==> src/rtl/alu_mult_ctrl.sv <==
// ---------------------------------------------------------------------------
// alu_mult_ctrl
//
// Sequential shift-and-add multiplier controller. It computes the unsigned
// product of two WIDTH-bit operands in WIDTH cycles. It does this by driving
// one external WIDTH-bit ripple adder, performing one add per cycle.
//
// Ports
//   clk       in   clock, all state updates on the rising edge
//   rst_n     in   synchronous active-low reset
//   start     in   request, accepted only while idle
//   a         in   multiplicand, captured when start is accepted
//   b         in   multiplier, captured when start is accepted
//   busy      out  high while the multiply is running
//   done      out  one-cycle pulse, product valid
//   product   out  last completed result, held until the next completion
//   add_a     out  adder operand A (accumulator)
//   add_b     out  adder operand B (multiplicand or zero)
//   add_cin   out  adder carry-in, always 0
//   add_sum   in   adder sum, combinational from add_a/add_b/add_cin
//   add_cout  in   adder carry-out
// ---------------------------------------------------------------------------
module alu_mult_ctrl #(
  parameter int WIDTH = 4
) (
  input  logic                 clk,
  input  logic                 rst_n,
  input  logic                 start,
  input  logic [WIDTH-1:0]     a,
  input  logic [WIDTH-1:0]     b,
  output logic                 busy,
  output logic                 done,
  output logic [2*WIDTH-1:0]   product,
  output logic [WIDTH-1:0]     add_a,
  output logic [WIDTH-1:0]     add_b,
  output logic                 add_cin,
  input  logic [WIDTH-1:0]     add_sum,
  input  logic                 add_cout
);

  localparam int CNT_W = $clog2(WIDTH) + 1;

  typedef enum logic [1:0] {
    IDLE,
    RUN,
    DONE
  } state_t;

  state_t              state;
  state_t              state_next;
  logic [WIDTH-1:0]    m_reg;
  logic [WIDTH-1:0]    acc;
  logic [WIDTH-1:0]    q;
  logic [CNT_W-1:0]    cnt;
  logic [2*WIDTH-1:0]  product_reg;
  logic [WIDTH-1:0]    acc_shift;
  logic [WIDTH-1:0]    q_shift;
  logic                last_step;

  // {ACC,Q} after one add-and-shift step. The adder carry-out becomes the
  // new accumulator MSB, so a full WIDTH+1-bit partial sum is never truncated.
  assign acc_shift = {add_cout, add_sum[WIDTH-1:1]};
  assign q_shift   = {add_sum[0], q[WIDTH-1:1]};
  assign last_step = (cnt == CNT_W'(WIDTH - 1));

  assign add_cin = 1'b0;
  assign product = product_reg;

  // State register
  always_ff @(posedge clk) begin
    if (!rst_n) begin
      state <= IDLE;
    end else begin
      state <= state_next;
    end
  end

  // Next-state and output decode. busy/done depend only on the registered
  // state, so start never reaches them combinationally.
  always_comb begin
    state_next = state;
    busy       = 1'b0;
    done       = 1'b0;
    add_a      = '0;
    add_b      = '0;
    unique case (state)
      IDLE: begin
        if (start) begin
          state_next = RUN;
        end
      end
      RUN: begin
        busy  = 1'b1;
        add_a = acc;
        add_b = q[0] ? m_reg : '0;
        if (last_step) begin
          state_next = DONE;
        end
      end
      DONE: begin
        done       = 1'b1;
        state_next = IDLE;
      end
      default: begin
        state_next = IDLE;
      end
    endcase
  end

  // Datapath registers. Operands are captured only on acceptance, so later
  // changes on a/b cannot disturb a running multiply. The product loads from
  // the shifted values on the final step, not from the registers.
  always_ff @(posedge clk) begin
    if (!rst_n) begin
      m_reg       <= '0;
      acc         <= '0;
      q           <= '0;
      cnt         <= '0;
      product_reg <= '0;
    end else begin
      unique case (state)
        IDLE: begin
          if (start) begin
            m_reg <= a;
            q     <= b;
            acc   <= '0;
            cnt   <= '0;
          end
        end
        RUN: begin
          acc <= acc_shift;
          q   <= q_shift;
          cnt <= cnt + CNT_W'(1);
          if (last_step) begin
            product_reg <= {acc_shift, q_shift};
          end
        end
        default: begin
        end
      endcase
    end
  end

endmodule

==> config.mk <==
export PLATFORM = sky130hd
export DESIGN_NAME = alu_mult_ctrl
export DESIGN_NICKNAME = d
export VERILOG_FILES = /design/src/rtl/alu_mult_ctrl.sv
export SDC_FILE = /design/constraint.sdc
export NUM_CORES = 1
export LEC_CHECK = 0
export BUFFER_PORTS_ARGS = -buffer_cell sky130_fd_sc_hd__buf_2
export CORE_AREA = 2 2 51 53
export CTS_BUF_LIST = sky130_fd_sc_hd__clkbuf_2 sky130_fd_sc_hd__clkbuf_4 sky130_fd_sc_hd__clkbuf_8
export CTS_CLUSTER_SIZE = 30
export DETAILED_ROUTE_END_ITERATION = 16
export DIE_AREA = 0 0 53 55
export PLACE_DENSITY = 0.75
export SYNTH_ARGS = -nofsm -noshare
export SYNTH_HDL_FRONTEND = slang
export SYNTH_SLANG_ARGS = --single-unit
==> constraint.sdc <==
create_clock -name clk -period 3.1 [get_ports clk]
set_input_delay 0.93 -clock clk [delete_from_list [all_inputs] [get_ports clk]]
set_output_delay 0.93 -clock clk [all_outputs]
set_load 0.03 [all_outputs]
==> flow_metrics.py <==
metrics = {
    "timing": {
        "setup_tns_ns": 0,
        "fmax_ghz": 0.363,
        "finalSetupViolCount": 0,
        "period_needed_ns": 2.76,
        "grt_setup_unrepaired": "no",
        "slew_violations": 0,
        "post-route-period-util_pct": 88.9,
        "hold_viol_final": 0,
        "fin_skew_ns": 0.000810,
    },
    "setup_path": {
        "ff2ff_path_depth": 5,
        "critPathCaptureType": "primary output",
        "crit_type": "flip-flop to primary output",
        "cp_max_fo": 24,
        "crit_path_cell_trace": "nand2b_1, inv_4, and3_1, buf_2",
        "cp_slowest_cell": "dfxtp_1",
        "reg2reg_from": "cnt[0]",
        "required_ns": 2.17,
        "crit_start": "state[0]",
        "path_depth": 4,
        "cp-start-kind": "flip-flop",
        "slowest_delay_ns": 0.59,
        "crit_buf_inv": 2,
        "r2r_end": "product[2]",
        "crit_end": "add_b[2]",
        "path_delay_family": "flip-flops",
        "cp.arrival_ns": 1.83,
        "r2r_slack_ns": 1.50,
    },
    "die": {
        "die_area_sq_um": 2920,
        "num_rows": 18,
        "start_util_pct": 47.0,
        "die_h_um": 55,
        "ios": 35,
        "die_w_um": 53,
        "core_sq_um": 2360,
    },
    "run_status": {
        "run_status": "finished, final reports clean",
    },
    "synthesis": {
        "yosysUniqueCellTypes": 29,
        "synth.most_common_cell": "dfxtp_1",
        "syn_inst": 121,
        "yosys.area.top_type": "dfxtp_1",
        "synthArstFlopShare_pct": 0,
        "synth_area_leaders": "dfxtp_1 (45%), a21boi_1 (8.1%), mux2i_1 (4.5%)",
        "yosysWarnings": 0,
        "yosys.area.top_type_share_pct": 45.0,
        "synth.top_cells.by_count": "dfxtp_1 (25), a21boi_1 (12), nand2_1 (12)",
        "seq_area_frac_synth_pct": 45.0,
        "syn-mean-instance-area_sq_um": 9.18,
        "netlist_area_sq_um": 1110,
        "ys.flop_type": "dfxtp_1",
        "synth-edff-count": 0,
        "synth.net_count": 139,
        "synth-seq-cells": 25,
    },
    "run": {
        "maxCapViolations": 0,
    },
    "cts": {
        "cts_setup_buffers": 0,
        "cts_tree": "yes",
        "clkLatencyLatePin_ns": 0.31,
        "cts.clk_slew.worst_paths_ns": 0.13,
        "h-tree-depth": 1,
        "cts_resized": 0,
        "numCtsBuffers": 3,
        "clk_path_buf_depth": 2,
        "cts.sinks": 25,
        "cts-root-buf": "clkbuf_4",
        "hold_buffers": 0,
    },
    "power": {
        "max-vdd-ir-drop_v": 0.000299,
        "p_per_area_nw_per_um2": 428,
        "power_leakage_nw": 0.582,
    },
    "placed_design": {
        "dp_cells": 175,
        "dpl.hpwl_um": 1550,
        "gp_congestion": 0.700,
        "port_buffers": 33,
    },
    "worst_hold_path": {
        "min_path_type": "flip-flop to flip-flop",
    },
    "global_route": {
        "grt_pass1_vias": 840,
        "grt_usage_pct": 16.6,
        "gr-total-overflow": 0,
        "antenna_found_initial": 0,
        "grt_pass1_wl_um": 3530,
        "grt_max_degree": 26,
    },
    "drt": {
        "route.detailed.drc": 0,
        "wirelength_um": 2150,
        "drt_iter0_drc": 12,
        "first_pass_iters": 4,
        "num_vias": 909,
        "via_per_inst": 5.08,
        "final_antenna_net_count": 0,
        "routedWlPerCell_um": 12.0,
    },
    "final_layout": {
        "area_growth_syn_to_layout_pct": 16.0,
        "final_nets": 168,
        "fin_cells": 179,
        "largest_reg_flops": 8,
        "antennaDiodeCount": 0,
        "drive_above_1_share_pct": 28.9,
    },
}
## power breakdown
part	leakage, nW	switching, mW	internal, mW
clock	0.0177	0.0926	0.0482
sequential	0.204	0.0101	0.334
combinational	0.360	0.0376	0.0287
## through the flow
| stage | area (sq um) | power (mW) | hold WS (ns) | util (%) | setup slack, ns |
|---|---|---|---|---|---|
| after global placement | 1260 | 0.415 | 0.443 | 53.3 | 0.768 |
| after global routing | 1290 | 0.580 | 0.488 | 54.5 | 0.210 |
| after CTS | 1290 | 0.559 | 0.463 | 54.5 | 0.347 |
| after floorplan | 1110 | 0.401 | 0.452 | - | 0.875 |
| after detailed placement | 1260 | 0.418 | 0.444 | 53.3 | 0.710 |
| final | 1290 | 0.551 | 0.458 | 54.5 | 0.345 |
## worst min-delay path by stage
stage	start	to	slack, ns	cells after the start
final	product[0]	product[0]	0.46	2
after global routing	product[0]	product[0]	0.49	2
after CTS	product[0]	product[0]	0.46	2
after detailed placement	product[0]	product[0]	0.44	2
after global placement	product[0]	product[0]	0.44	2
after floorplan	q[1]	product[0]	0.45	2
## logic make-up (layout without fill, tap and decap cells)
| logic type | Yosys count | count (layout) | synth area share, % |
|---|---|---|---|
| DFF | 25 | 25 | 45.0 |
| adders and majority gates | 2 | 2 | 2.25 |
| other | 1 | 1 | 0.338 |
| and+or+nand+nor | 43 | 43 | 21.5 |
| buffers and inverters | 14 | 42 | 6.64 |
| muxes | 5 | 5 | 4.50 |
| AOI/OAI and AO/OA | 31 | 31 | 19.7 |
## routing by layer
| layer | global-route usage, % | up-vias | share of wire [%] |
|---|---|---|---|
| met5 | 0 | - | 0 |
| met4 | 7.69 | 0 | 1.6 |
| met3 | 2.42 | 4 | 6.2 |
| met2 | 29.8 | 26 | 49 |
| met1 | 19.7 | 411 | 43 |
| li1 | - | 468 | - |
## placed cells by master, fill, tap and decap left out
master     netlist  layout
a22oi_2          1       1
nor3b_1          2       2
a21oi_1          4       4
ha_1             2       2
conb_1           1       1
clkinv_2         0       1
o221a_1          1       1
nor3b_2          1       1
a21boi_1        12      12
nand2b_1         2       2
and2_1           4       4
o21ai_0          3       3
nand2_1         12      12
clkbuf_4         0       3
and3_1           5       5
inv_2            2       2
a22oi_1          4       4
nand3b_1         1       1
buf_2            3      33
mux2i_1          5       5
a2bb2oi_1        1       1
nor2b_1          8       8
inv_1            2       2
inv_4            1       1
o21bai_2         1       1
o21ai_1          4       4
dfxtp_1         25      25
nand3_1          8       8
## area by class of cell
class	count	area, sq um
Clock buffer	3	22.5
Clock inverter	1	5.00
Fill cell	226	1080
Inverter	5	21.3
Multi-Input combinational cell	82	537
Sequential cell	25	500
Tap cell	30	37.5
Timing Repair Buffer	33	165
## worst min-delay path, delay by kind of cell, from the launching register on
kind	cells	cell delay (ns)
DFF	1	0.33
and+or+nand+nor	1	0.05
AOI/OAI and AO/OA	1	0.05
(Power assumes the default switching activity.)
